### config.mk
export PLATFORM = sky130hd
export DESIGN_NAME = adc_readout
export DESIGN_NICKNAME = d
export VERILOG_FILES = /design/src/rtl/adc_readout.sv
export SDC_FILE = /design/constraint.sdc
export NUM_CORES = 1
export LEC_CHECK = 0
export BUFFER_PORTS_ARGS = -buffer_cell sky130_fd_sc_hd__buf_2
export CAP_MARGIN = 5
export CORE_UTILIZATION = 63
export CTS_CLUSTER_DIAMETER = 100
export DETAILED_ROUTE_END_ITERATION = 6
export GPL_TIMING_DRIVEN = 1
export PLACE_DENSITY_LB_ADDON = 0.1
export RECOVER_POWER = 25
export SYNTH_ARGS = -nofsm -noshare
export SYNTH_HDL_FRONTEND = slang
export SYNTH_SLANG_ARGS = --single-unit
export TNS_END_PERCENT = 50
### constraint.sdc
create_clock -name clk -period 3.9 [get_ports clk]
set_input_delay 0.39 -clock clk [delete_from_list [all_inputs] [get_ports clk]]
set_output_delay 0.39 -clock clk [all_outputs]
set_load 0.05 [all_outputs]
### src/rtl/adc_readout.sv
// adc_readout: turns each rising edge of flag_adc into one conversion on a
// 16-bit serial ADC (CNV/SCLK/SDO, MSB first). Captured words are queued in
// a small FIFO that the host drains a byte at a time, high byte first.
//
// Optional feature: define ADC_READOUT_TESTPAT_EN to push a free-running
// DATA_W-bit counter instead of the shifted ADC data. The CNV/SCLK sequence
// runs unchanged.
//
// Ports:
//   clk, rst        system clock, asynchronous active-high reset
//   flag_adc        conversion trigger (rising-edge detected)
//   adc_cnv         ADC convert-start, high for CONV_CYCLES clocks
//   adc_sclk        ADC serial clock, idles low
//   adc_sdo         ADC serial data, sampled on SCLK rise
//   rd              host read strobe, one byte per high cycle
//   clr             synchronous flush of FIFO and sticky flags
//   dout            current read byte (0 while empty)
//   empty, full     FIFO status
//   overflow        sticky: a captured word was dropped, FIFO full
//   trig_miss       sticky: trigger edge arrived while busy
//   busy            conversion sequence in progress
module adc_readout #(
  parameter int unsigned DATA_W      = 16,
  parameter int unsigned SCLK_DIV    = 4,
  parameter int unsigned CONV_CYCLES = 40,
  parameter int unsigned ADDR_W      = 4
) (
  input  logic       clk,
  input  logic       rst,
  input  logic       flag_adc,
  output logic       adc_cnv,
  output logic       adc_sclk,
  input  logic       adc_sdo,
  input  logic       rd,
  input  logic       clr,
  output logic [7:0] dout,
  output logic       empty,
  output logic       full,
  output logic       overflow,
  output logic       trig_miss,
  output logic       busy
);

  localparam int unsigned DEPTH   = 1 << ADDR_W;
  localparam int unsigned PTR_W   = ADDR_W + 1;
  localparam int unsigned CNT_MAX = (CONV_CYCLES > SCLK_DIV) ? CONV_CYCLES : SCLK_DIV;
  localparam int unsigned CNT_W   = (CNT_MAX > 1) ? $clog2(CNT_MAX) : 1;
  localparam int unsigned BIT_W   = (DATA_W > 1) ? $clog2(DATA_W) : 1;

  typedef enum logic [1:0] {
    S_IDLE  = 2'd0,
    S_CONV  = 2'd1,
    S_SHIFT = 2'd2,
    S_PUSH  = 2'd3
  } state_t;

  // Sequencer state
  state_t              r_state;
  logic [CNT_W-1:0]    r_cnt;
  logic [BIT_W-1:0]    r_bit;
  logic [DATA_W-1:0]   r_shift;
  logic                r_cnv;
  logic                r_sclk;
  logic                r_busy;
  logic                r_flag_d;

  // FIFO and read-side state
  logic [DATA_W-1:0]   r_mem [DEPTH];
  logic [PTR_W-1:0]    r_rd_ptr;
  logic [PTR_W-1:0]    r_wr_ptr;
  logic                r_empty;
  logic                r_full;
  logic                r_byte_sel;
  logic [7:0]          r_dout;
  logic                r_overflow;
  logic                r_trig_miss;

  logic                w_trig;
  logic [DATA_W-1:0]   w_word;
  logic                w_pop;
  logic                w_push;
  logic                w_drop;
  logic [PTR_W-1:0]    w_rd_ptr_nxt;
  logic [PTR_W-1:0]    w_wr_ptr_nxt;
  logic                w_empty_nxt;
  logic                w_full_nxt;
  logic                w_byte_sel_nxt;
  logic [DATA_W-1:0]   w_head_nxt;
  logic [7:0]          w_dout_nxt;

  assign w_trig = flag_adc & ~r_flag_d;

`ifdef ADC_READOUT_TESTPAT_EN
  // Test-pattern counter; advances on every PUSH, dropped or not
  logic [DATA_W-1:0] r_tp_cnt;

  always_ff @(posedge clk or posedge rst) begin
    if (rst) begin
      r_tp_cnt <= '0;
    end else if (r_state == S_PUSH) begin
      r_tp_cnt <= r_tp_cnt + DATA_W'(1);
    end
  end

  assign w_word = r_tp_cnt;
`else
  assign w_word = r_shift;
`endif

  // Conversion sequencer: CNV pulse, then DATA_W SCLK periods, then one PUSH cycle
  always_ff @(posedge clk or posedge rst) begin
    if (rst) begin
      r_state <= S_IDLE;
      r_cnt   <= '0;
      r_bit   <= '0;
      r_shift <= '0;
      r_cnv   <= 1'b0;
      r_sclk  <= 1'b0;
      r_busy  <= 1'b0;
    end else begin
      case (r_state)
        S_IDLE: begin
          if (w_trig) begin
            r_state <= S_CONV;
            r_cnv   <= 1'b1;
            r_busy  <= 1'b1;
            r_cnt   <= '0;
          end
        end
        S_CONV: begin
          if (r_cnt == CNT_W'(CONV_CYCLES - 1)) begin
            r_state <= S_SHIFT;
            r_cnv   <= 1'b0;
            r_sclk  <= 1'b0;
            r_cnt   <= '0;
            r_bit   <= '0;
          end else begin
            r_cnt <= r_cnt + CNT_W'(1);
          end
        end
        S_SHIFT: begin
          if (r_cnt == CNT_W'(SCLK_DIV - 1)) begin
            r_cnt <= '0;
            if (!r_sclk) begin
              // SDO is captured on the same edge that raises SCLK
              r_sclk  <= 1'b1;
              r_shift <= {r_shift[DATA_W-2:0], adc_sdo};
            end else begin
              r_sclk <= 1'b0;
              if (r_bit == BIT_W'(DATA_W - 1)) begin
                r_state <= S_PUSH;
              end else begin
                r_bit <= r_bit + BIT_W'(1);
              end
            end
          end else begin
            r_cnt <= r_cnt + CNT_W'(1);
          end
        end
        S_PUSH: begin
          r_state <= S_IDLE;
          r_busy  <= 1'b0;
        end
        default: begin
          r_state <= S_IDLE;
          r_cnv   <= 1'b0;
          r_sclk  <= 1'b0;
          r_busy  <= 1'b0;
        end
      endcase
    end
  end

  // FIFO next-state; a pop in the PUSH cycle frees the slot before the write
  always_comb begin
    w_pop          = 1'b0;
    w_push         = 1'b0;
    w_drop         = 1'b0;
    w_rd_ptr_nxt   = r_rd_ptr;
    w_wr_ptr_nxt   = r_wr_ptr;
    w_byte_sel_nxt = r_byte_sel;
    w_head_nxt     = '0;
    w_dout_nxt     = 8'h00;

    if (clr) begin
      w_rd_ptr_nxt   = '0;
      w_wr_ptr_nxt   = '0;
      w_byte_sel_nxt = 1'b0;
    end else begin
      w_pop  = rd & ~r_empty & r_byte_sel;
      w_push = (r_state == S_PUSH) & (~r_full | w_pop);
      w_drop = (r_state == S_PUSH) & r_full & ~w_pop;
      if (rd && !r_empty) begin
        w_byte_sel_nxt = ~r_byte_sel;
      end
      w_rd_ptr_nxt = r_rd_ptr + PTR_W'(w_pop);
      w_wr_ptr_nxt = r_wr_ptr + PTR_W'(w_push);
    end

    w_empty_nxt = (w_rd_ptr_nxt == w_wr_ptr_nxt);
    w_full_nxt  = (w_rd_ptr_nxt[ADDR_W] != w_wr_ptr_nxt[ADDR_W]) &&
                  (w_rd_ptr_nxt[ADDR_W-1:0] == w_wr_ptr_nxt[ADDR_W-1:0]);

    // Head after this edge: bypass the word being written if it lands at the head
    if (w_push && (r_wr_ptr[ADDR_W-1:0] == w_rd_ptr_nxt[ADDR_W-1:0])) begin
      w_head_nxt = w_word;
    end else begin
      w_head_nxt = r_mem[w_rd_ptr_nxt[ADDR_W-1:0]];
    end

    if (!w_empty_nxt) begin
      w_dout_nxt = w_byte_sel_nxt ? w_head_nxt[7:0] : w_head_nxt[DATA_W-1 -: 8];
    end
  end

  // FIFO storage, no reset needed
  always_ff @(posedge clk) begin
    if (w_push) begin
      r_mem[r_wr_ptr[ADDR_W-1:0]] <= w_word;
    end
  end

  // FIFO pointers, status, read byte and sticky flags
  always_ff @(posedge clk or posedge rst) begin
    if (rst) begin
      r_flag_d    <= 1'b0;
      r_rd_ptr    <= '0;
      r_wr_ptr    <= '0;
      r_empty     <= 1'b1;
      r_full      <= 1'b0;
      r_byte_sel  <= 1'b0;
      r_dout      <= 8'h00;
      r_overflow  <= 1'b0;
      r_trig_miss <= 1'b0;
    end else begin
      r_flag_d   <= flag_adc;
      r_rd_ptr   <= w_rd_ptr_nxt;
      r_wr_ptr   <= w_wr_ptr_nxt;
      r_empty    <= w_empty_nxt;
      r_full     <= w_full_nxt;
      r_byte_sel <= w_byte_sel_nxt;
      r_dout     <= w_dout_nxt;
      if (clr) begin
        r_overflow  <= 1'b0;
        r_trig_miss <= 1'b0;
      end else begin
        if (w_drop) begin
          r_overflow <= 1'b1;
        end
        if (w_trig && (r_state != S_IDLE)) begin
          r_trig_miss <= 1'b1;
        end
      end
    end
  end

  assign adc_cnv   = r_cnv;
  assign adc_sclk  = r_sclk;
  assign busy      = r_busy;
  assign dout      = r_dout;
  assign empty     = r_empty;
  assign full      = r_full;
  assign overflow  = r_overflow;
  assign trig_miss = r_trig_miss;

endmodule

Word level (Yosys, flattened, before mapping) --
Memories as Yosys holds them, arrays and structs flattened. Cells that the tools add are included.
Storage, ports and cells: bits of input ports 6, bits in registers 55, output and inout port bits 15, memories 1, word-level logic and storage cells 107, memory bits (writable) 256
Operators by class: reduce and logical (&&, ||, !) cells 20, add/subtract/negate cells 4, equal/unequal tests 16, multiplexer cells 37, bitwise logic cells 13
Memory list:
- r_mem | words 16, bits a word 16, rd ports 1, clocked after Yosys merged registers in 0, write ports 1, line 68 | logic [DATA_W-1:0] r_mem [DEPTH];
Operators by type and width (number):
- 6-bit 2-to-1 mux | 3
- 6-bit case mux with 3 select lines | 1
- 16-bit 2-to-1 mux | 1
- 4-bit 2-to-1 mux | 4
- 8-bit 2-to-1 mux | 2
- 1-bit 2-to-1 mux | 14
- 2-bit != test (second input constant) | 6
- 2-bit nonzero test | 6
- 5-bit by 1-bit adder with 5-bit output | 2
- 2-bit 2-to-1 mux | 5
- 5-bit 2-to-1 mux | 2
- 5-bit AND reduction | 2
- 3-bit AND reduction | 3
- 4-bit == test | 2
- 2-bit case mux with 4 select lines | 1
- 4-bit case mux with 2 select lines | 1
- 6-bit by 1-bit adder with 6-bit output (second input constant) | 1
- 1-bit bitwise AND | 6
- 6-bit by 2-bit == test with 1-bit output (second input constant) | 1
- 6-bit == test (second input constant) | 1
- 1-bit inverter | 6
- 1-bit case mux with 2 select lines | 3
- 5-bit == test | 1
- 4-bit by 1-bit adder with 4-bit output (second input constant) | 1
- 10 further kinds | 15

Longest topological paths before layout --
depth in word-level cells 10, gate-level depth with buffers 13

Worst setup path before layout --
No wires, ideal clock.
path type flip-flop to flip-flop, start register r_empty (netlist: empty), end memory r_mem[0][0], enable pin, setup slack 0.801 ns, path buffers 0, stages on the path, launching flop included 7, data arrival time 2.690 ns, path through dfstp_2 -> nor2b_1 -> ha_1 -> o21ai_0 -> nand2b_1 -> or3_1 -> nor3_1
Between the ends: word-level cells in the longest chain between the ends 8
RTL lines:
- from (decl) | line 71 | logic r_empty;
- from (signal assigned) | line 239 | r_empty <= w_empty_nxt;
- 1-bit inverter | line 190 | w_pop = rd & ~r_empty & r_byte_sel;
- 1-bit bitwise AND (2 in a row) | line 190
- 1-bit OR | line 191 | w_push = (r_state == S_PUSH) & (~r_full | w_pop);
- 1-bit bitwise AND | line 191
- 1-bit 2-to-1 mux | line 185 | if (clr) begin
- 1-bit 2-to-1 mux | line 218 | if (w_push) begin
- 1-bit 2-to-1 mux (not written as such) | line 219 | r_mem[r_wr_ptr[ADDR_W-1:0]] <= w_word;
- to (decl) | line 68
Every way passes these cells.

Worst setup path after layout --
start register r_empty (netlist: empty), end register r_dout[6] (netlist: dout[6])
Between the ends: elaborated cells on any way between the ends 21, classes of those cells add/sub: 2; eq/ne: 2; mux: 8; bitwise: 5; reduce/logical: 3; memory: 1
RTL lines:
- 1-bit inverter (*) | line 190
- 1-bit bitwise AND (*) (2 in a row) | line 190
- 1-bit OR | line 191
- 1-bit bitwise AND | line 191
- 5-bit by 1-bit adder with 5-bit output | line 197 | w_wr_ptr_nxt = r_wr_ptr + PTR_W'(w_push);
- 5-bit 2-to-1 mux | line 185
- 5-bit == test (*) | line 200 | w_empty_nxt = (w_rd_ptr_nxt == w_wr_ptr_nxt);
- named net w_empty_nxt | line 85 | logic w_empty_nxt;
- 8-bit 2-to-1 mux (*) | line 211 | if (!w_empty_nxt) begin
- named net w_dout_nxt[6] | line 89 | logic [7:0] w_dout_nxt;
- to (signal assigned) | line 242 | r_dout <= w_dout_nxt;
- to (decl) | line 74 | logic [7:0] r_dout;
The timed path passes the listed nets; every way through them passes the cells marked *. A chain may end at the register's enable or synchronous reset.

==> results.py <==
metrics = {
    "global_routing": {
        "grt_pass1_wl_um": 51700,
        "antenna_found_initial": 0,
        "grt_max_degree": 47,
        "grt_pass1_vias": 8805,
        "grt.total_usage": 0.321,
        "overflow": 0,
    },
    "synth": {
        "synth-edff-count": 256,
        "synth_seq_area_share": 0.688,
        "async_flop_share": 0.177,
        "avgSynthCellArea_um2": 13.6,
        "synth.net_count": 985,
        "yosysTopAreaCell": "edfxtp_1",
        "synth-main-ff-cell": "edfxtp_1",
        "synth_top_area_frac": 0.583,
        "postSynthRegisterBits": 311,
        "ys_types": 54,
        "netlist_instances": 967,
        "syn-cell-area_mm2": 0.0132,
        "synthTopCellsByArea": "edfxtp_1 58%, dfrtp_1 10%, a21oi_1 2.6%",
        "yosysWarnings": 0,
    },
    "cells_and_area": {
        "utilization": 0.729,
        "num_antenna_cells": 0,
        "drive_above_1_share": 0.174,
        "nFillCells": 1310,
        "area_growth_pct": 12.7,
        "final_area_mm2": 0.0148,
        "layout.nets": 1024,
    },
    "worst_setup_path": {
        "critPathTopFamily": "adder cells",
        "reg2reg_setup_slack_ns": 0.25,
        "cpPeakStageDelay_ns": 0.59,
        "cp.required_ns": 4.31,
        "crit_path_start": "empty",
        "crit_fanout": 33,
        "critPathKind": "flip-flop to flip-flop",
        "worst-path-buf-inv": 2,
        "reg2regPathDepth": 11,
        "endpoint_kind": "flip-flop",
        "crit_path_top_delay_cell": "ha_4",
        "critPathArrivalTime_ns": 4.06,
        "critPathLaunchType": "flip-flop",
        "r2r-end": "dout[6]",
        "crit_chain": "nor2b_1 > ha_1 > and2_1 > ha_4 > buf_4 > xnor2_1 > a31oi_1 > a21oi_1 > nand2_1 > inv_1 > o32ai_1",
        "timing.rr.start": "empty",
    },
    "clock_network": {
        "post_cts_buffers": 0,
        "cts_resized": 0,
        "cts_tree": "yes",
        "root_buffer": "clkbuf_16",
        "clkTransAtPathRegs_ns": 0.07,
        "cts_num_sinks": 311,
        "htree_num_levels": 1,
        "clock_latency_ns": 0.56,
        "clock_path_buffers": 3,
        "cts-buffers-inserted": 31,
    },
    "floorplan": {
        "rows": 52,
        "io_pins": 21,
        "start_util": 0.647,
        "die-area_mm2": 0.0215,
        "fp.coreArea_mm2": 0.0204,
        "die_x_um": 147,
        "die_height_um": 147,
    },
    "route": {
        "via_count": 8780,
        "avgRoutedWirePerCell_um": 25.8,
        "wl_um": 33600,
        "drtIter0Drc": 1075,
        "ant_nets": 0,
        "firstDrtPassIters": 6,
        "drc": 0,
        "viasPerCell": 6.75,
    },
    "run_status": {
        "status": "finished, violations left",
        "violations": "capacitance limit, slew limit",
    },
    "timing": {
        "finalCriticalPeriod_ns": 3.65,
        "report.final.slew_viol_count": 39,
        "hold_viol": 0,
        "fmax_mhz": 274,
        "setup-violations-final": 0,
        "finalCritPeriodShare": 0.937,
        "fin_skew_ns": 0.0216,
        "finalSetupTns_ns": 0,
        "max_slew_margin": -0.163,
        "rsz0062_at_grt": "false",
        "worstMarginPinSlew_ns": 1.74,
    },
    "hold_path": {
        "hold_class": "input pin to flip-flop",
        "hold_path_startpoint": "adc_sdo",
        "hold_depth": 2,
        "hold_path_end": "r_shift[0]",
    },
    "power": {
        "leakagePower_nw": 5.43,
        "power_mw": 7.94,
        "worst_ir_drop_vdd_v": 0.000445,
        "p_per_area_mw_per_mm2": 535,
    },
    "flow_run": {
        "drv_cap": 1,
    },
    "placed_design": {
        "dp_hpwl_um": 20800,
        "placed_area_mm2": 0.0138,
        "portBuffers": 20,
        "gp_congestion": 0.927,
    },
}
[placed cells by master (no fill, tap or decap), types with 4 or more instances in the layout]
master,n
xnor2_1,7
a22o_1,5
buf_4,40
bufinv_16,4
clkbuf_8,7
or2_2,10
o221ai_1,27
ha_1,11
a21oi_1,68
a221o_1,12
nor2_2,13
nand2_1,72
mux4_2,9
clkbuf_1,7
mux2i_1,32
buf_2,20
mux2_2,21
nor2b_1,35
and2_1,4
edfxtp_1,256
clkinv_2,7
a221oi_1,8
a31oi_1,9
nor3_1,17
clkbuf_16,31
dfrtp_1,54
nor2_1,63
nand3_1,29
nand2b_1,6
o21ai_0,47
and3_1,18
inv_1,12
o31ai_1,9
nor3_2,4
o211ai_1,6
o22ai_1,9
xor2_1,6
[cell type report]
class | instances | area (um2) | share of cell area
Sequential cell | 311 | 9060 | 0.611
Multi-Input combinational cell | 585 | 3890 | 0.262
Clock buffer | 44 | 895 | 0.0603
Timing Repair Buffer | 63 | 434 | 0.0292
Tap cell | 270 | 338 | 0.0228
Clock inverter | 13 | 170 | 0.0115
Inverter | 14 | 52.6 | 0.00354
[synthesized netlist by cell type (4+ instances only)]
library cell and n:
a21oi_1 68, a221o_1 12, a221oi_1 8, a22o_1 5, a31oi_1 9, and2_1 4, and3_1 18, buf_1 4
buf_2 24, clkbuf_1 27, dfrtp_1 54, edfxtp_1 256, ha_1 12, inv_1 12, mux2_2 21, mux2i_1 32
mux4_2 9, nand2_1 72, nand2b_1 6, nand3_1 29, nor2_1 76, nor2b_1 35, nor3_1 21, o211ai_1 6
o21ai_0 47, o221ai_1 27, o22ai_1 9, o31ai_1 9, or2_2 10, xnor2_1 8, xor2_1 6
[metal layers]
layer  vias up  track usage  share of wire
li1       3754            -              -
met1      4396        0.458           0.39
met2       531        0.503           0.48
met3        99       0.0453          0.094
met4         0        0.136          0.039
met5         -            0              0
[through the flow]
step           std cells  worst slack [ns]  hold slack [ns]
2_1_floorplan        967             0.801            0.421
3_3_place_gp        1242             0.232            0.486
3_5_place_dp        1242             0.228            0.508
4_1_cts             1300             0.260           0.0785
5_1_grt             1300             0.134           0.0772
6_report            1300             0.247           0.0736
[registers in the layout, indices dropped and copies added (netlist names), 2 cells and up]
name / count
r_rd_ptr: 5
r_bit: 4
r_cnt: 6
r_state: 2
r_wr_ptr: 5
r_mem: 256
dout: 8
r_shift: 16
[kinds of logic (layout without fill, tap and decap cells)]
| logic type | Yosys count | after routing | synth area share |
|---|---|---|---|
| fa+ha+maj | 12 | 12 | 0.0114 |
| mux | 63 | 63 | 0.0593 |
| buf+inv | 71 | 134 | 0.0231 |
| xor+xnor | 15 | 15 | 0.0105 |
| flops | 311 | 311 | 0.688 |
| compound gates | 213 | 213 | 0.105 |
| simple gates | 282 | 282 | 0.103 |
[power breakdown]
part,switching [mW],internal [mW]
clock network,1.21,1.85
registers,0.130,3.72
logic,0.683,0.338
total,2.03,5.91
[worst reg2reg max path, cell delays in order, from the launching register on]
cell and delay, ns:
dfstp_2 0.53, nor2b_1 0.06, ha_1 0.22, and2_1 0.18, ha_4 0.59, buf_4 0.52
xnor2_1 0.14, a31oi_1 0.14, a21oi_1 0.07, nand2_1 0.35, inv_1 0.23, o32ai_1 0.47
[worst max path at each step]
stage / endpoint / cells past startpoint
3_5_place_dp: dout[6] / 12
2_1_floorplan: r_mem[0][0] / 6
6_report: dout[6] / 11
3_3_place_gp: dout[6] / 12
4_1_cts: dout[6] / 11
5_1_grt: dout[6] / 11
[what timing repair did]
action | in CTS | in global routing
endpoints found under the setup margin | 0 | 0
hold buffers | 1 | 0
endpoints found under the hold margin | 1 | 0
Power figures use the tool's default switching activity.
